$ cat src/rtl/uart_bus_master.sv
// UART-driven bus initiator: decodes W/R host frames, borrows the CPU bus via
// hold_req/hold_ack, performs one 32-bit access and streams back a response.
module uart_bus_master #(
    parameter int TIMEOUT_CYCLES = 27000000,
    parameter int TO_W           = 25
) (
    input  logic        clk,
    input  logic        reset,
    input  logic        rx_valid,
    input  logic [7:0]  rx_data,
    output logic        tx_valid,
    output logic [7:0]  tx_data,
    input  logic        tx_ready,
    output logic        hold_req,
    input  logic        hold_ack,
    output logic        bus_read,
    output logic        bus_write,
    output logic [31:0] bus_address,
    output logic [31:0] bus_wdata,
    input  logic [31:0] bus_rdata
);

    localparam logic [7:0] CMD_W  = 8'h57;
    localparam logic [7:0] CMD_R  = 8'h52;
    localparam logic [7:0] RSP_K  = 8'h4B;
    localparam logic [7:0] RSP_Q  = 8'h3F;
    localparam logic [7:0] RSP_E  = 8'h45;

    typedef enum logic [2:0] {
        S_IDLE,
        S_ADDR,
        S_DATA,
        S_REQ,
        S_BUS,
        S_RESP
    } state_t;

    state_t          state;
    state_t          state_nx;
    logic [1:0]      cnt;
    logic            is_write;
    logic            misaligned;
    logic [31:0]     addr_q;
    logic [31:0]     wdata_q;
    logic [31:0]     resp_q;
    logic [2:0]      resp_left;
    logic [TO_W-1:0] to_cnt;

    logic timeout;
    logic last_byte;
    logic tx_fire;

    assign timeout   = !rx_valid && (to_cnt == TO_W'(TIMEOUT_CYCLES - 1));
    assign last_byte = rx_valid && (cnt == 2'd3);
    assign tx_fire   = tx_valid && tx_ready;

    // Handshake: a tx byte moves only in a cycle where tx_valid && tx_ready;
    // tx_valid/tx_data stay stable until then. rx has no back-pressure.
    assign tx_valid    = (state == S_RESP);
    assign tx_data     = tx_valid ? resp_q[31:24] : 8'h00;
    assign hold_req    = (state == S_REQ) || (state == S_BUS);
    assign bus_write   = (state == S_BUS) && is_write;
    assign bus_read    = (state == S_BUS) && !is_write;
    assign bus_address = addr_q;
    assign bus_wdata   = wdata_q;

    always_ff @(posedge clk) begin
        if (reset) begin
            state <= S_IDLE;
        end else begin
            state <= state_nx;
        end
    end

    always_comb begin
        state_nx = state;
        case (state)
            S_IDLE: begin
                if (rx_valid) begin
                    if (rx_data == CMD_W || rx_data == CMD_R) begin
                        state_nx = S_ADDR;
                    end else begin
                        state_nx = S_RESP;
                    end
                end
            end
            S_ADDR: begin
                if (timeout) begin
                    state_nx = S_IDLE;
                end else if (last_byte) begin
                    if (is_write) begin
                        state_nx = S_DATA;
                    end else if (rx_data[1:0] != 2'b00) begin
                        state_nx = S_RESP;
                    end else begin
                        state_nx = S_REQ;
                    end
                end
            end
            S_DATA: begin
                if (timeout) begin
                    state_nx = S_IDLE;
                end else if (last_byte) begin
                    state_nx = misaligned ? S_RESP : S_REQ;
                end
            end
            S_REQ: begin
                if (hold_ack) begin
                    state_nx = S_BUS;
                end
            end
            S_BUS: begin
                state_nx = S_RESP;
            end
            S_RESP: begin
                if (tx_fire && resp_left == 3'd1) begin
                    state_nx = S_IDLE;
                end
            end
            default: begin
                state_nx = S_IDLE;
            end
        endcase
    end

    always_ff @(posedge clk) begin
        if (reset) begin
            cnt        <= 2'd0;
            is_write   <= 1'b0;
            misaligned <= 1'b0;
            addr_q     <= 32'h0;
            wdata_q    <= 32'h0;
            resp_q     <= 32'h0;
            resp_left  <= 3'd0;
            to_cnt     <= '0;
        end else begin
            case (state)
                S_IDLE: begin
                    cnt    <= 2'd0;
                    to_cnt <= '0;
                    if (rx_valid) begin
                        is_write   <= (rx_data == CMD_W);
                        misaligned <= 1'b0;
                        if (rx_data != CMD_W && rx_data != CMD_R) begin
                            resp_q    <= {RSP_Q, 24'h0};
                            resp_left <= 3'd1;
                        end
                    end
                end
                S_ADDR, S_DATA: begin
                    if (rx_valid) begin
                        to_cnt <= '0;
                        cnt    <= cnt + 2'd1;
                        if (state == S_ADDR) begin
                            addr_q <= {addr_q[23:0], rx_data};
                            if (last_byte) begin
                                misaligned <= (rx_data[1:0] != 2'b00);
                                if (!is_write && rx_data[1:0] != 2'b00) begin
                                    resp_q    <= {RSP_E, 24'h0};
                                    resp_left <= 3'd1;
                                end
                            end
                        end else begin
                            wdata_q <= {wdata_q[23:0], rx_data};
                            if (last_byte && misaligned) begin
                                resp_q    <= {RSP_E, 24'h0};
                                resp_left <= 3'd1;
                            end
                        end
                    end else begin
                        to_cnt <= to_cnt + 1'b1;
                    end
                end
                S_BUS: begin
                    if (is_write) begin
                        resp_q    <= {RSP_K, 24'h0};
                        resp_left <= 3'd1;
                    end else begin
                        resp_q    <= bus_rdata;
                        resp_left <= 3'd4;
                    end
                end
                S_RESP: begin
                    // Response bytes leave MSB first from the top of resp_q.
                    if (tx_fire) begin
                        resp_q    <= {resp_q[23:0], 8'h00};
                        resp_left <= resp_left - 3'd1;
                    end
                end
                default: begin
                end
            endcase
        end
    end

endmodule
$ cat config.mk
export PLATFORM = sky130hd
export DESIGN_NAME = uart_bus_master
export DESIGN_NICKNAME = d
export VERILOG_FILES = /design/src/rtl/uart_bus_master.sv
export SDC_FILE = /design/constraint.sdc
export NUM_CORES = 1
export LEC_CHECK = 0
export CAP_MARGIN = 15
export CORE_AREA = 5 5 114 116
export DETAILED_ROUTE_END_ITERATION = 12
export DIE_AREA = 0 0 119 121
export GPL_ROUTABILITY_DRIVEN = 1
export PLACE_DENSITY = 0.87
export SLEW_MARGIN = 25
export SYNTH_ARGS = -nofsm -noshare
export SYNTH_HDL_FRONTEND = slang
export SYNTH_SLANG_ARGS = --single-unit
export TNS_END_PERCENT = 1
$ cat constraint.sdc
create_clock -name clk -period 2.57 [get_ports clk]
set_input_delay 0.6425 -clock clk [delete_from_list [all_inputs] [get_ports clk]]
set_output_delay 0.6425 -clock clk [all_outputs]
set_load 0.03 [all_outputs]
==> flow_summary.json, run 1 <==
{
  "status": "finished, final reports clean",
  "synth_top_area_share_pct": 44.7,
  "hold_class": "reg2reg",
  "gp_congestion": 0.844,
  "synth_area_leaders": "dfxtp_1 45%, nand2_1 10%, a21oi_1 9.5%",
  "skew_ps": 7.87,
  "post_route_cells_drive_above_1_share_pct": 10.6,
  "synth-edff-count": 0,
  "post-place-cells": 984,
  "overflow": 0,
  "top_usage_layer": "met2",
  "ys.flop_type": "dfxtp_1",
  "antenna_left": 0,
  "finalNonFillerCells": 1016,
  "r2r-start": "state[1]",
  "yosys.area.top_type": "dfxtp_1",
  "vdd_drop_max_mv": 0.538,
  "synthToLayoutAreaGrowth_pct": 34.8,
  "die_h_um": 121,
  "rows": 40,
  "synth.net_count": 791,
  "met2_usage_pct": 34.7,
  "diodes": 0,
  "drv_slew": 0,
  "portBuffers": 120,
  "path_max_fanout": 13,
  "hold_viol_final": 0,
  "fin_ws_ps": 162,
  "cp.arrival_ps": 1770,
  "ys_async_sr_fraction_pct": 0,
  "ctsHtreeMaxLevel": 4,
  "final_common_cell": "nand2_1",
  "fin_nets": 905,
  "numCtsBuffers": 17,
  "cts_root_buf": "clkbuf_16",
  "hp-start": "bus_wdata[29]",
  "grt_pass1_vias": 5206,
  "synth_cells": 742,
  "cp_data_required_time_ps": 1930,
  "maxCapViolations": 0,
  "drt-initial-drc-count": 653,
  "yosysWarningCount": 0,
  "synth.distinct_cells": 59,
  "ios": 121,
  "whs_path_depth": 2,
  "avgSynthCellArea_um2": 7.91,
  "reg2reg_to": "resp_q[30]",
  "slew-limit-headroom_pct": 45.1,
  "r2r_slack_ps": 250,
  "tritoncts": "built",
  "final_util_pct": 67.0,
  "fp.dieW_um": 119,
  "clk_pin_slew_ps": 60,
  "design.core.area_um2": 11800,
  "drt-vias-per-instance": 5.80,
  "drt_first_pass_iters": 5,
  "endpoint_kind": "output pin",
  "reg2reg_depth": 5,
  "grt_pass1_wl_um": 25400,
  "num_vias": 5892,
  "drt-total-wl_um": 15900,
  "worst_pin_slew_ps": 823,
  "cts.sink_count": 131,
  "fmax_mhz": 415,
  "track_usage_pct": 21.1,
  "dpl_worst_slack_ps": -188,
  "avgRoutedWirePerCell_um": 15.6,
  "period_needed_ps": 2410,
  "finalSetupViolCount": 0,
  "finalCritPeriodShare_pct": 93.7,
  "clockBufferDepth": 2,
  "criticalPathCategory": "reg2out",
  "hold_slack_ps": 451,
  "dp_hpwl_um": 10400,
  "power.density_nw_per_um2": 882,
  "post-route-drc-count": 0,
  "crit_path_start_kind": "flip-flop",
  "total_leakage_power_uw": 0.00274,
  "dieArea_um2": 14400,
  "use_met1_pct": 27.5,
  "start_util_pct": 49.7,
  "postCtsSetupRepairBufs": 0,
  "worstHoldEndpoint": "bus_wdata[29]",
  "clkLatencyLatePin_ps": 410,
  "layout_common_cells": "160 x nand2_1, 131 x dfxtp_1, 111 x a21oi_1",
  "grt_max_degree": 72,
  "synth-seq-cells": 131,
  "rsz0062_at_grt": "false",
  "synth.cell_area_um2": 5870,
  "grtUsageMet3_pct": 4.80,
  "yosysSeqAreaShare_pct": 44.7,
  "antenna_found_initial": 0
}
==> state kept, by name, indices dropped and copies added, names as in the netlist <==
name and flops:
to_cnt 25, bus_wdata 32, misaligned 1, resp_left 3
bus_address 32, state 3, cnt 2, resp_q 32
is_write 1
==> power breakdown <==
group | switching, uW | internal (uW)
combinational | 1260 | 838
sequential | 172 | 2290
clock | 951 | 1470
==> logic make-up (layout without fill, tap and decap cells) <==
family	Yosys count	after routing	synth area share [%]
buf+inv	73	200	5.14
compound gates	247	247	26.5
mux	1	1	0.171
fa+ha+maj	5	5	1.02
flops	131	131	44.7
xor+xnor	2	2	0.299
simple gates	283	283	22.1
==> critical path, cell delays in order (launching register included) <==
cell and delay, ps:
dfxtp_1 450, nor2b_2 410, nand2_1 190, inv_1 130, buf_4 170
==> per-layer routing <==
layer	share of wire (%)	vias to the layer above
met4	1.4	0
met3	6.8	24
li1	-	2905
met5	0	-
met2	48	224
met1	44	2739
==> stage by stage <==
stage | total power (uW) | area [um^2] | setup TNS, ps
finish | 6980 | 7910 | 0
global route | 7320 | 7910 | 0
CTS | 6980 | 7910 | 0
detailed placement | 4550 | 7310 | -4040
global placement | 4520 | 7310 | -3310
floorplan | 3910 | 5870 | 0
==> final cells by class <==
type / count / area, um^2
Fill cell: 931 / 3900
Inverter: 8 / 30.0
Clock buffer: 19 / 443
Sequential cell: 131 / 2620
Clock inverter: 13 / 150
Tap cell: 147 / 184
Multi-Input combinational cell: 538 / 2960
Timing Repair Buffer: 160 / 1520
==> worst max-delay path by stage <==
stage / from / end / slack (ps)
after CTS: rx_data[0] / resp_q[30] / 180
after global placement: rx_data[0] / resp_q[24] / -150
after global routing: rx_data[0] / resp_q[30] / 2
after detailed placement: rx_data[0] / resp_q[24] / -190
after floorplan: state[0] / bus_write / 140
final: state[1] / tx_valid / 160
==> synth_stat cells, types with 2 or more instances <==
| cell type | n |
|---|---|
| a211o_1 | 2 |
| a211oi_1 | 20 |
| a21o_1 | 2 |
| a21oi_1 | 111 |
| a22o_1 | 8 |
| a22oi_1 | 20 |
| a311o_1 | 2 |
| a311oi_1 | 8 |
| a31oi_1 | 16 |
| a32oi_1 | 2 |
| a41oi_1 | 4 |
| and2_1 | 2 |
| and3_1 | 14 |
| and4_1 | 3 |
| buf_1 | 3 |
| buf_2 | 19 |
| clkbuf_1 | 42 |
| dfxtp_1 | 131 |
| ha_1 | 4 |
| inv_1 | 8 |
| nand2_1 | 160 |
| nand2b_1 | 8 |
| nand3_1 | 15 |
| nand3b_1 | 3 |
| nand4_1 | 10 |
| nor2_1 | 30 |
| nor2b_1 | 2 |
| nor3_1 | 10 |
| nor3b_1 | 7 |
| nor4_1 | 7 |
| o211ai_1 | 6 |
| o21ai_0 | 25 |
| o21bai_1 | 2 |
| o22ai_1 | 2 |
| o311ai_0 | 2 |
| o31ai_1 | 3 |
| o41ai_1 | 2 |
| or3_1 | 4 |
| or4_1 | 3 |
==> what timing repair did <==
item	4_1_cts	5_1_grt
hold buffers	0	0
resized for setup	1	0
setup endpoints to repair	1	0
Power figures use the tool's default switching activity.
==> run 2: changes to the inputs <==
Settings changed: SKIP_LAST_GASP set to 1.
==> results of run 2 <==
The final DEF is identical to that of run 1; final timing and power are the same.
